<file path="src/rtl/branch_resolve_unit.sv">
// Resolves conditional branches and jumps in EX, compares against the fetch-time prediction,
// and drives redirect/flush, predictor update strobes and saturating performance counters.
module branch_resolve_unit #(
   parameter int XLEN         = 32,
   parameter int FLUSH_CYCLES = 2,
   parameter int CNT_W        = 16
) (
   input  logic            clk,
   input  logic            rst_n,
   input  logic            valid_ex,
   input  logic            stall_ex,
   input  logic [31:0]     instr_ex,
   input  logic [XLEN-1:0] pc_ex,
   input  logic [XLEN-1:0] rs1_val,
   input  logic [XLEN-1:0] rs2_val,
   input  logic            jump_ex,
   input  logic [XLEN-1:0] jump_target,
   input  logic            pred_taken,
   input  logic [XLEN-1:0] pred_target,
   output logic            redirect_valid,
   output logic [XLEN-1:0] redirect_pc,
   output logic            flush,
   output logic            upd_valid,
   output logic [XLEN-1:0] upd_pc,
   output logic [XLEN-1:0] upd_target,
   output logic            upd_taken,
   output logic            upd_is_branch,
   output logic [CNT_W-1:0] branch_cnt,
   output logic [CNT_W-1:0] mispred_cnt
);

   typedef enum logic {IDLE, FLUSH} state_t;

   state_t     state;
   logic [2:0] flush_cnt;

   logic [6:0]      opcode;
   logic [2:0]      funct3;
   logic [12:0]     b_imm;
   logic [XLEN-1:0] br_target;
   logic            is_branch;
   logic            is_ctrl;
   logic            eq;
   logic            lt_s;
   logic            lt_u;
   logic            cond;
   logic            actual_taken;
   logic [XLEN-1:0] actual_target;
   logic            mispred;
   logic            resolve_en;
   logic            unused_bits;

   assign opcode = instr_ex[6:0];
   assign funct3 = instr_ex[14:12];
   assign b_imm  = {instr_ex[31], instr_ex[7], instr_ex[30:25], instr_ex[11:8], 1'b0};
   assign unused_bits = ^instr_ex[24:15];

   assign br_target = pc_ex + {{(XLEN-13){b_imm[12]}}, b_imm};

   // funct3 010/011 are not defined branch encodings and fall through as non-control.
   assign is_branch = (opcode == 7'b1100011) && (funct3 != 3'b010) && (funct3 != 3'b011);
   assign is_ctrl   = jump_ex | is_branch;

   assign eq   = (rs1_val == rs2_val);
   assign lt_s = ($signed(rs1_val) < $signed(rs2_val));
   assign lt_u = (rs1_val < rs2_val);

   always_comb begin
      cond = 1'b0;
      case (funct3)
         3'b000:  cond = eq;
         3'b001:  cond = !eq;
         3'b100:  cond = lt_s;
         3'b101:  cond = !lt_s;
         3'b110:  cond = lt_u;
         3'b111:  cond = !lt_u;
         default: cond = 1'b0;
      endcase
   end

   assign actual_taken  = jump_ex | (is_branch & cond);
   assign actual_target = jump_ex ? jump_target : br_target;
   assign mispred       = (actual_taken != pred_taken) |
                          (actual_taken & (pred_target != actual_target));
   assign resolve_en    = valid_ex & !stall_ex & (state == IDLE);

   // Strobes default low each cycle so redirect_valid/upd_valid are single-cycle pulses.
   always_ff @(posedge clk) begin
      if (!rst_n) begin
         state          <= IDLE;
         flush_cnt      <= '0;
         redirect_valid <= 1'b0;
         redirect_pc    <= '0;
         flush          <= 1'b0;
         upd_valid      <= 1'b0;
         upd_pc         <= '0;
         upd_target     <= '0;
         upd_taken      <= 1'b0;
         upd_is_branch  <= 1'b0;
         branch_cnt     <= '0;
         mispred_cnt    <= '0;
      end else begin
         redirect_valid <= 1'b0;
         upd_valid      <= 1'b0;
         case (state)
            IDLE: begin
               if (resolve_en) begin
                  if (is_ctrl) begin
                     upd_valid     <= 1'b1;
                     upd_pc        <= pc_ex;
                     upd_target    <= actual_target;
                     upd_taken     <= actual_taken;
                     upd_is_branch <= !jump_ex;
                     if (branch_cnt != '1)
                        branch_cnt <= branch_cnt + CNT_W'(1);
                  end
                  if (mispred) begin
                     redirect_valid <= 1'b1;
                     redirect_pc    <= actual_taken ? actual_target : (pc_ex + XLEN'(4));
                     flush          <= 1'b1;
                     flush_cnt      <= 3'(FLUSH_CYCLES - 1);
                     state          <= FLUSH;
                     if (mispred_cnt != '1)
                        mispred_cnt <= mispred_cnt + CNT_W'(1);
                  end
               end
            end
            FLUSH: begin
               // EX is ignored here; the counter runs regardless of stall_ex.
               if (flush_cnt == 3'd0) begin
                  state <= IDLE;
                  flush <= 1'b0;
               end else begin
                  flush_cnt <= flush_cnt - 3'd1;
               end
            end
            default: state <= IDLE;
         endcase
      end
   end

endmodule

</file>
<file path="config.mk">
export PLATFORM = sky130hd
export DESIGN_NAME = branch_resolve_unit
export DESIGN_NICKNAME = d
export VERILOG_FILES = /design/src/rtl/branch_resolve_unit.sv
export SDC_FILE = /design/constraint.sdc
export NUM_CORES = 1
export LEC_CHECK = 0
export ABC_AREA = 1
export CAP_MARGIN = 0
export CORE_MARGIN = 3
export CORE_UTILIZATION = 48
export DETAILED_ROUTE_END_ITERATION = 8
export MAX_ROUTING_LAYER = met4
export PLACE_DENSITY = 0.82
export SETUP_SLACK_MARGIN = 0.05
export SYNTH_ARGS = -nofsm -noshare
export SYNTH_HDL_FRONTEND = slang
export SYNTH_SLANG_ARGS = --single-unit
</file>
<file path="constraint.sdc">
create_clock -name clk -period 9.7 [get_ports clk]
set_input_delay 1.94 -clock clk [delete_from_list [all_inputs] [get_ports clk]]
set_output_delay 1.94 -clock clk [all_outputs]
set_load 0.05 [all_outputs]
</file>
Word level (Yosys, flattened, before mapping). Index checks and enable logic that the tools add are counted.

Add/subtract/negate cells: 5. Eq/ne operators: 17. Bitwise logic cells: 10. Order comparisons: 2. Mux-type cells: 16. Reductions and logical operators: 17.

Operators with widths (number): $lt A32 B32 Y1 (2); $mux W32 (2); $add A16 B1 Y16 const B (2); $add A32 B3 Y32 const B (1); $add A32 B32 Y32 (1); $eq A32 B32 Y1 (1); $ne A16 B16 Y1 const B (2); $ne A32 B32 Y1 (1); $eq A3 B3 Y1 const B (4); $reduce_and A3 Y1 (4); $mux W3 (3); $reduce_and A4 Y1 (2); $eq A7 B7 Y1 const B (1); $mux W1 (7); $logic_not A3 Y1 (2); $ne A2 B2 Y1 const B (3); $ne A3 B2 Y1 const B (2); $pmux W1 S6 (1); $pmux W3 S2 (1); $logic_not A1 Y1 (5); $and A1 B1 Y1 (4); $pmux W1 S2 (2); $eq A3 B1 Y1 const B (1); $not A1 Y1 (3); other kinds (7) (10).

Logic and storage cells: 79. Bits of input ports: 198. Register bits after elaboration: 137.

Logic depth before layout (Yosys ltp). Gate-level depths: netlist (run 1).

Word-level depth: 10. Depth in mapped cells: 26. Gate-level depth less buffers: 25.

Worst setup path after synthesis (run 1). OpenSTA, ideal clock, no wires.

Kind: input -> register. From: input instr_ex[8]. To: register redirect_pc[0]. Library setup time: 0.116 ns. Setup slack: 5.246 ns. Arrival: 4.338 ns. Cell stages on the path: 25. Path buffers: 1. Path through: ha_1 > fa_1 > nand2_2 > nand2_1 > nand3_1 > nand2_1 > nand2_1 > nand2_1 > nand2_1 > nand2_1 > nand2_1 > nand2_1 > nand2_1 > nand2_1 > nand2_1 > nand2_1 > nor2_1 > nand2_1 > nor2_2 > nand3_4 > nand2_4 > inv_4 > buf_2 > nor2_1 > nor2_1.

Word-level cells in the longest chain between the ends: 6.

Ends and longest elaborated chain: start: declaration (line 12) `input logic [31:0] instr_ex,`; $add A32 B32 Y32 (line 58) `assign br_target = pc_ex + {{(XLEN-13){b_imm[12]}}, b_imm};`; $mux W32 (line 82) `assign actual_target = jump_ex ? jump_target : br_target;`; $ne A32 B32 Y1 (line 84) `(actual_taken & (pred_target != actual_target));`; $and A1 B1 Y1 (line 84); $or A1 B1 Y1 (line 83) `assign mispred = (actual_taken != pred_taken) |`; $reduce_and A3 Y1 (no line); end signal: assignment (line 119) `redirect_pc <= actual_taken ? actual_target : (pc_ex + XLEN'(4));`; end: declaration (line 21) `output logic [XLEN-1:0] redirect_pc,`.

Every way passes these cells. A chain may end at the register's enable or synchronous reset.

Worst setup path after layout (run 1).
From: input jump_ex. To: register redirect_pc[21].

Word-level cells in the longest chain between the ends: 5. Elaborated cells on any way between the ends: 8. Those cells by class: eq/ne (2); mux (2); bitwise (3); reduce/logical (1).

Ends and longest elaborated chain: start: declaration (line 16) `input logic jump_ex,`; $mux W32 (line 82); $ne A32 B32 Y1 (line 84); $and A1 B1 Y1 (line 84); $or A1 B1 Y1 (line 83); $reduce_and A3 Y1 (no line).

Several ways; a longest one is shown, not always the timed one.

==> results of run 1 <==
power by group through the flow:
stage	Clock, mW	Combinational, mW	Sequential, mW
after floorplan	0	0.277	0.705
after global placement	0	0.584	0.617
final	0.664	0.602	0.605
after CTS	0.669	0.596	0.605
after global routing	0.695	0.658	0.608
after detailed placement	0	0.594	0.617
cells by family after synthesis:
family	count (synthesis)
and+or+nand+nor	964
DFF	137
buffers and inverters	299
AOI/OAI and AO/OA	254
adders and majority gates	68
xor gates and xnor gates	39
state kept, by name, summed over array words and instances, names as in the netlist:
register and count:
redirect_pc 32, upd_is_branch 1, upd_pc 32, mispred_cnt 16, flush 1, upd_taken 1
upd_target 32, redirect_valid 1, flush_cnt 3, state 1, branch_cnt 16, upd_valid 1
routing by layer:
| layer | wire length [um] | global-route usage (%) |
|---|---|---|
| met5 | 0 | - |
| met4 | 937 | 8.79 |
| met3 | 3280 | 4.42 |
| met2 | 17900 | 51.3 |
| met1 | 16300 | 41.8 |
path summary, 6_finish.rpt:
path	start	to	slack, ns	cells after the start
max	jump_ex	redirect_pc[21]	3.19	21
min	upd_taken	upd_taken	0.48	2
max reg2reg	state	branch_cnt[14]	6.75	15
min reg2reg	upd_taken	upd_taken	0.48	2
worst min-delay path, stage by stage, from the launching register on:
cell     delay, ns
dfxtp_1       0.32
nand2_1       0.06
a21oi_1       0.05
stage by stage:
step           area (um2)  hold WS, ns  total power [mW]  util (%)
3_5_place_dp        13900        0.466              1.21      65.2
5_1_grt             14500        0.488              1.96      68.0
2_1_floorplan       10600        0.457             0.983         -
4_1_cts             14500        0.476              1.87      68.0
6_report            14500        0.481              1.87      68.0
3_3_place_gp        13900        0.462              1.20      65.2
cells in the final DEF (no fill, tap or decap), types with 4 or more instances in the layout:
| cell type | count |
|---|---|
| a21oi_1 | 108 |
| a31oi_1 | 5 |
| buf_4 | 5 |
| clkbuf_16 | 17 |
| clkdlybuf4s50_1 | 319 |
| dfxtp_1 | 137 |
| ha_1 | 67 |
| inv_1 | 239 |
| inv_8 | 5 |
| nand2_1 | 473 |
| nand2_2 | 5 |
| nand3_1 | 150 |
| nand3b_1 | 13 |
| nand4_1 | 34 |
| nor2_1 | 210 |
| nor3_1 | 31 |
| nor4_1 | 7 |
| o211ai_1 | 8 |
| o21a_1 | 4 |
| o21ai_0 | 120 |
| o21bai_1 | 4 |
| or2_2 | 25 |
| xnor2_1 | 9 |
| xor2_1 | 30 |
cell type report:
type	count	area [um2]	area share, %
Antenna cell	1	2.50	0.0172
Clock buffer	18	429	2.96
Clock inverter	14	160	1.10
Inverter	245	923	6.36
Multi-Input combinational cell	1325	6680	46.0
Sequential cell	137	2740	18.9
Tap cell	275	344	2.37
Timing Repair Buffer	325	3240	22.3
==> run metrics, run 1 <==
fillers 1939; Port-buffer cells 320; Hold Crit Class reg -> reg; die extent in y 155 um; FFs w/ async S/R, synth 0%; core area 21400 um2; Synthesized Nets 2027; FMAX 154 MHz; CTS Hold Bufs 0; vias in the first global route 11592; post-synthesis compound-gate area fraction 12.5%; largest net degree at the start of global routing 104; clk root buf clkbuf_16; CP startpoint kind input port; most frequent cell after synthesis nand2_1; Num Clock Sinks 137; Seq/Total Area, Yosys 25.9%; initial antenna violation count 0; Max Root-Sink Buffers 2; P&R area growth vs syn 37.0%; Sw Share 36.9%; Clock Pin Slew Worst Setup and Hold Paths 0.07 ns; Slew Limit Fails 0; Data arrival, critical path 6.88 ns; Distinct cells, synth 43; Final Hold Vio Count 0; gpl congestion 1.01; Comb pwr share 32.2%; Worst Setup End Kind register; status complete, no violations; CP cell instances clkdlybuf4s50_1, inv_2, buf_4, nand3_1, nand3_1, nand2_1, nor2_1, nand2_1, nor2_1, nand2_1, nor2_1, nand4_1, nor2_1, nand3_1, nor2_2, nand3_4, nand2_4, inv_4, nand2_1, nand2_1, nor2_1; Synth Area in XOR/XNOR 3.22%; Die Span X 155 um; via count 12643; die area 23900 um2; Crit-path slowest cell clkdlybuf4s50_1; Slew HR 27.3%; Pleak 6.77 nW; post-synth top area share 25.9%; slowest cell delay on critical path 0.91 ns; Avg Synthesized Cell Area 6.02 um2; crit-path max FO 43; setup violators final 0; Starting Density 49.6%; Tot GR Track Use 31.7%; # rows 53; CP top delay family buffers and inverters; vias per cell 5.40; WP buf/inv 4; Final Critical Period 6.51 ns; Ys Warns 0; RSZ-0062 raised after global routing no; critical path type in -> reg; post-CTS sizing 0; setup ws final 3.19 ns; Post-layout nets 2317; VDD IR max 0.0989 mV; top cells by instance count after synthesis nand2_1 (473), inv_1 (240), nor2_1 (210), nand3_1 (150), dfxtp_1 (137); io pins 331; pwr dens 129 nW/um2; largest cells by area after synthesis dfxtp_1 (26%), nand2_1 (17%), inv_1 (8.5%), ha_1 (7.9%), nor2_1 (7.4%); Max-cap violations 0; cell accounting for the most synthesized area dfxtp_1; number of synthesized register bits 137; post-synthesis simple-gate area fraction 39.2%; Finished Layout Cells 2340; hpwl dp 30000 um; adder-cell share of the synthesized area 8.10%; WL per Instance 16.4 um; Setup Buffers After CTS 0; pre-CTS setup slack 2.86 ns; required time of the worst setup path 10.07 ns; clock share of power 35.5%; Top FF cell, synth dfxtp_1; layout cells sized above 1 4.07%; Inst Count DP 2307; Num CTS Buffers 17; NetSw 690 uW; H-tree Lvls 4; fin crit share 67.1%; DR pass1 iterations 6; Post-synth EDFFs 0; Post-Route Skew 0.0143 ns; post-synthesis mux area share 0%; Mapped Cells 1761; largest family of logic cells by synthesized area simple AND/OR/NAND/NOR gates; sequential power share 32.3%; final wirelength 38300 um; GRT Residual Overflow 0; Residual DRC 0; Cell Area, Synth 10600 um2; actual slew at the worst max-slew pin 1.08 ns; first-pass GRT wire length 59500 um; total internal power 1.18 mW; initial DRC count 955; Clock Latency Late Sink 0.44 ns; Routed Antenna Nets 0; Post-Route Setup TNS 0 ns; CTS tree yes
Note: power is estimated with default switching activity, not from simulation.
==> run 2: changes to the inputs <==
Settings changed: CORE_UTILIZATION 48 to 43, PLACE_DENSITY 0.82 to 0.78.
Clock period 9.7 ns to 5.6 ns, I/O delays scaled along.
==> run 2 against run 1 <==
Compared with the run above: sequential share of layout area decreased by 0.13 points; flip-flop and latch count stayed put; combinational power is 76% higher; die area is 11% higher; largest power group unchanged; highest routed layer unchanged.
==> run metrics, run 2 (synthesis gave the netlist of run 1 again) <==
status complete, no violations (unchanged); Setup Buffers After CTS 0 (unchanged); Slew HR 22.6% (was 27.3%); Starting Density 44.5% (was 49.6%); clk root buf clkbuf_16 (unchanged); Clock Latency Late Sink 0.44 ns (about the same); io pins 331 (unchanged); WL per Instance 16.3 um (was 16.4 um); most common cell after layout, fill and taps aside nand2_1 (unchanged); initial antenna violation count 1 (was 0); H-tree Lvls 4 (unchanged); CTS Hold Bufs 0 (unchanged); Hold Crit Class reg -> reg (unchanged); Largest regs redirect_pc x32, upd_pc x32, upd_target x32 (unchanged); Finished Layout Cells 2391 (was 2340); vias in the first global route 11434 (was 11592); post-CTS sizing 0 (unchanged); final wirelength 39000 um (was 38300 um); Die Span X 163 um (was 155 um); Clock Pin Slew Worst Setup and Hold Paths 0.06 ns (was 0.07 ns); NetSw 1.21 mW (was 690 uW); first-pass GRT wire length 59600 um (was 59500 um); # rows 56 (was 53); via count 12488 (was 12643); hpwl dp 31100 um (was 30000 um); Post-Route Setup TNS 0 ns (unchanged); fin crit share 87.7%; critical path type in -> reg (unchanged); setup violators final 0 (unchanged); FMAX 204 MHz; Data arrival, critical path 5.27 ns (was 6.88 ns); Num Clock Sinks 137 (unchanged); core area 23800 um2 (was 21400 um2); RSZ-0062 raised after global routing no (unchanged); crit-path max FO 43 (unchanged); GRT Residual Overflow 0 (unchanged); VDD IR max 0.148 mV (was 0.0989 mV); die area 26600 um2 (was 23900 um2); total internal power 2.04 mW (was 1.18 mW); Total Power 3.25 mW (was 1.87 mW); commonest cells after routing, fill and taps aside nand2_1 (473), clkdlybuf4s50_1 (319), inv_1 (239) (unchanged); clock share of power 35.4% (was 35.5%); Post-layout nets 2324 (was 2317); Num CTS Buffers 17 (unchanged); Max Root-Sink Buffers 2 (unchanged); initial DRC count 1189 (was 955); CP startpoint kind input port (unchanged); CTS tree yes (unchanged); Inst Count DP 2358 (was 2307); Residual DRC 0 (unchanged); vias per cell 5.22 (was 5.40); largest net degree at the start of global routing 103 (was 104); Pleak 6.81 nW (was 6.77 nW); pwr dens 223 nW/um2 (was 129 nW/um2); Slew Limit Fails 0 (unchanged); gpl congestion 0.953 (was 1.01); P&R area growth vs syn 37.9% (was 37.0%); Final Critical Period 4.91 ns; Worst Setup End Kind register (unchanged); DR pass1 iterations 7 (was 6); sequential power share 32.2% (was 32.3%); Tot GR Track Use 29.2% (was 31.7%); layout cells sized above 1 4.44% (was 4.07%); required time of the worst setup path 5.96 ns (was 10.07 ns); die extent in y 163 um (was 155 um); Final Hold Vio Count 0 (unchanged); Sw Share 37.2% (was 36.9%); Routed Antenna Nets 0 (unchanged); Port-buffer cells 320 (unchanged); Post-Route Skew 0.0149 ns (was 0.0143 ns); Max-cap violations 0 (unchanged); Comb pwr share 32.4% (was 32.2%); actual slew at the worst max-slew pin 1.15 ns (was 1.08 ns)
==> run 2: cell count changes in the layout (fill, tap and decap cells not counted), sizes merged <==
| cell | delta |
|---|---|
| clkbuf | -1 |
| clkinv | +2 |
| clkinvlp | -2 |
| buf | +7 |
| inv | +1 |
==> run 2: final cells by class <==
| type | count | area (um2) |
|---|---|---|
| Multi-Input combinational cell | 1325 | 6680 |
| Inverter | 245 | 923 |
| Clock inverter | 15 | 155 |
| Fill cell | 2280 | 9200 |
| Clock buffer | 17 | 425 |
| Sequential cell | 137 | 2740 |
| Timing Repair Buffer | 332 | 3290 |
| Antenna cell | 1 | 2.50 |
| Tap cell | 319 | 399 |
==> run 2: worst max-delay path: stages <==
cell	delay, ns
clkdlybuf4s50_1	0.75
ha_1	0.57
nand2_1	0.12
nor2_1	0.20
inv_1	0.10
nor2_1	0.10
nand2_1	0.08
nand2_1	0.14
nand2_1	0.07
nand3_1	0.14
nand2_1	0.11
nand2_1	0.07
nand2_1	0.05
nor3_1	0.22
nand3_1	0.16
nor2_2	0.25
nand3_4	0.14
nand2_4	0.28
inv_4	0.25
nand2_1	0.13
nand2_1	0.06
nor2_1	0.12
==> run 2: power by group through the flow <==
| stage | Sequential, mW | Combinational [mW] | Clock (mW) |
|---|---|---|---|
| after global routing | 1.05 | 1.15 | 1.21 |
| after CTS | 1.05 | 1.04 | 1.17 |
| final | 1.05 | 1.06 | 1.15 |
| after detailed placement | 1.07 | 1.04 | 0 |
| after global placement | 1.07 | 1.02 | 0 |
| after floorplan | 1.22 | 0.481 | 0 |
==> run 2: stage by stage <==
stage	utilization [%]	area [um2]	hold slack (ns)	worst slack [ns]
after floorplan	-	10600	0.457	1.97
after global placement	58.9	14000	0.454	0.407
after detailed placement	58.9	14000	0.457	0.327
after CTS	61.4	14600	0.467	0.755
after global routing	61.4	14600	0.491	0.382
final	61.4	14600	0.467	0.688
==> run 2: path summary, 6_finish.rpt <==
path	startpoint	end	slack [ns]	cells past startpoint
worst min-delay path	redirect_pc[5]	redirect_pc[5]	0.47	2
worst max-delay path	instr_ex[31]	redirect_pc[21]	0.69	22
worst min register to register	redirect_pc[5]	redirect_pc[5]	0.47	2
worst max register to register	state	branch_cnt[14]	2.79	15
==> run 2: metal layers <==
metal	track usage (%)	vias to the layer above	share of wire, %
met1	38.3	5676	44
met4	8.00	0	2.4
li1	-	6264	-
met2	46.3	483	45
met3	5.60	65	8.0
met5	-	-	0
==> run 3: changes to the inputs <==
Settings changed: CORE_MARGIN 3 to 2.
==> run 3 against run 2 <==
Compared with the run above: utilization down 1.0 points; flip-flop and latch count did not move; fmax is 0.86% higher; critical endpoint is now redirect_pc[19].
==> run metrics, run 3 (synthesis gave the netlist of run 1 again) <==
status complete, no violations (unchanged); fin crit share 87.0% (was 87.7%); Post-Route Setup TNS 0 ns (unchanged); initial DRC count 1139 (was 1189); hold path startpoint upd_taken (was redirect_pc[5]); final wirelength 38100 um (was 39000 um); Num CTS Buffers 17 (unchanged); gpl congestion 0.980 (was 0.953); Routed Antenna Nets 0 (unchanged); Post-layout nets 2322 (was 2324); P&R area growth vs syn 38.0% (was 37.9%); setup violators final 0 (unchanged); slowest cell delay on critical path 0.78 ns (was 0.75 ns); Final Critical Period 4.87 ns (was 4.91 ns); WL per Instance 15.9 um (was 16.3 um); commonest cells after routing, fill and taps aside nand2_1 (473), clkdlybuf4s50_1 (319), inv_1 (239) (unchanged); critical path type in -> reg (unchanged); most common cell after layout, fill and taps aside nand2_1 (unchanged); Slew HR 24.0% (was 22.6%); first-pass GRT wire length 59100 um (was 59600 um); via count 12399 (was 12488); die area 25900 um2 (was 26600 um2); Largest regs redirect_pc x32, upd_pc x32, upd_target x32 (unchanged); io pins 331 (unchanged); Die Span X 161 um (was 163 um); Hold Crit Class reg -> reg (unchanged); die extent in y 161 um (was 163 um); hpwl dp 30400 um (was 31100 um); Reg2Reg Depth 7 (was 15); Worst Setup End Kind register (unchanged); required time of the worst setup path 5.96 ns (about the same); Pleak 6.81 nW (about the same); pre-CTS setup slack 0.331 ns (was 0.327 ns); vias per cell 5.18 (was 5.22); initial antenna violation count 0 (was 1); crit-path max FO 43 (unchanged); Crit-path slowest cell clkdlybuf4s50_1 (unchanged); Num Clock Sinks 137 (unchanged); Max Root-Sink Buffers 2 (unchanged); setup ws final 0.730 ns (was 0.688 ns); CTS Hold Bufs 0 (unchanged); final cell utilization of the core 60.3% (was 61.4%); pwr dens 225 nW/um2 (was 223 nW/um2); RSZ-0062 raised after global routing no (unchanged); GRT Residual Overflow 0 (unchanged); CP startpoint kind input port (unchanged); Final Hold Vio Count 0 (unchanged); placed inst area 14000 um2 (about the same); H-tree Lvls 4 (unchanged); # rows 57 (was 56); antenna fix cells 0 (was 1); Total Power 3.30 mW (was 3.25 mW); Data arrival, critical path 5.23 ns (was 5.27 ns); Tot GR Track Use 29.6% (was 29.2%); Port-buffer cells 320 (unchanged); flop2flop setup slack 2.99 ns (was 2.79 ns); WHS Path Cells 2 (unchanged); Slew Limit Fails 0 (unchanged); Setup Buffers After CTS 0 (unchanged); actual slew at the worst max-slew pin 1.13 ns (was 1.15 ns); DR pass1 iterations 5 (was 7); Clock Latency Late Sink 0.44 ns (about the same); Starting Density 43.7% (was 44.5%); core area 24200 um2 (was 23800 um2); Clock Pin Slew Worst Setup and Hold Paths 0.06 ns (about the same); fin area 14600 um2 (about the same); post-CTS sizing 0 (unchanged); CP cell instances clkdlybuf4s50_1, ha_1, nand2_1, nor2_1, inv_1, nor2_1, nand2_1, nand2_1, nand2_1, nand3_1, nand2_1, nand2_1, nand2_1, nor3_1, nand3_1, nor2_2, nand3_4, nand2_4, inv_4, nand2_1, nand2_1, nor2_1 (unchanged); most frequent CP cell nand2_1 (unchanged); Post-Route Skew 0.0111 ns (was 0.0149 ns); vias in the first global route 11260 (was 11434); Residual DRC 0 (unchanged); Min-Delay Endpoint upd_taken (was redirect_pc[5]); reg-to-reg startpoint mispred_cnt[0] (was state); largest net degree at the start of global routing 110 (was 103); FMAX 205 MHz (was 204 MHz); layout cells sized above 1 4.30% (was 4.44%); clk root buf clkbuf_16 (unchanged); CTS tree yes (unchanged); VDD IR max 0.151 mV (was 0.148 mV); reg-to-reg endpoint mispred_cnt[15] (was branch_cnt[14]); Max-cap violations 0 (unchanged)
## run 3: layout make-up
class | count | area [um2]
fillers | 2323 | 9620
multi-input cells | 1325 | 6680
well taps | 324 | 405
clock buffers | 18 | 439
clock inverters | 13 | 168
flip-flops and latches | 137 | 2740
repair buffers | 330 | 3270
inverters | 245 | 922
## run 3: where the power goes
part	internal (mW)	total (mW)	switching, mW
sequential	1.02	1.05	0.0257
clock	0.716	1.19	0.477
combinational	0.392	1.06	0.664
total	2.13	3.30	1.17
## run 3: stage by stage
step                std cells  hold slack [ns]
floorplan                1761            0.457
global placement         2361            0.452
detailed placement       2361            0.459
CTS                      2392            0.467
global route             2392            0.497
finish                   2392            0.466
## run 3: how the worst max path moves through the flow
stage,depth (start not counted),end,slack (ns),from
floorplan,25,redirect_pc[3],1.97,instr_ex[8]
global placement,22,redirect_pc[21],0.45,instr_ex[31]
detailed placement,22,redirect_pc[19],0.33,instr_ex[31]
CTS,22,redirect_pc[19],0.77,instr_ex[31]
global route,20,redirect_pc[19],0.44,instr_ex[31]
finish,22,redirect_pc[19],0.73,instr_ex[31]
## run 3: critical path: cells and delay by family
kind	cells	cell delay, ns
simple gates	18	2.38
buf+inv	3	1.12
fa+ha+maj	1	0.59
## run 3: metal layers
layer  track usage, %  vias up  wire length (um)
li1                 -     6252                 -
met1             40.7     5636             17500
met2             45.7      449             17000
met3             3.70       62              2660
met4             9.09        0               993
met5                -        -                 0
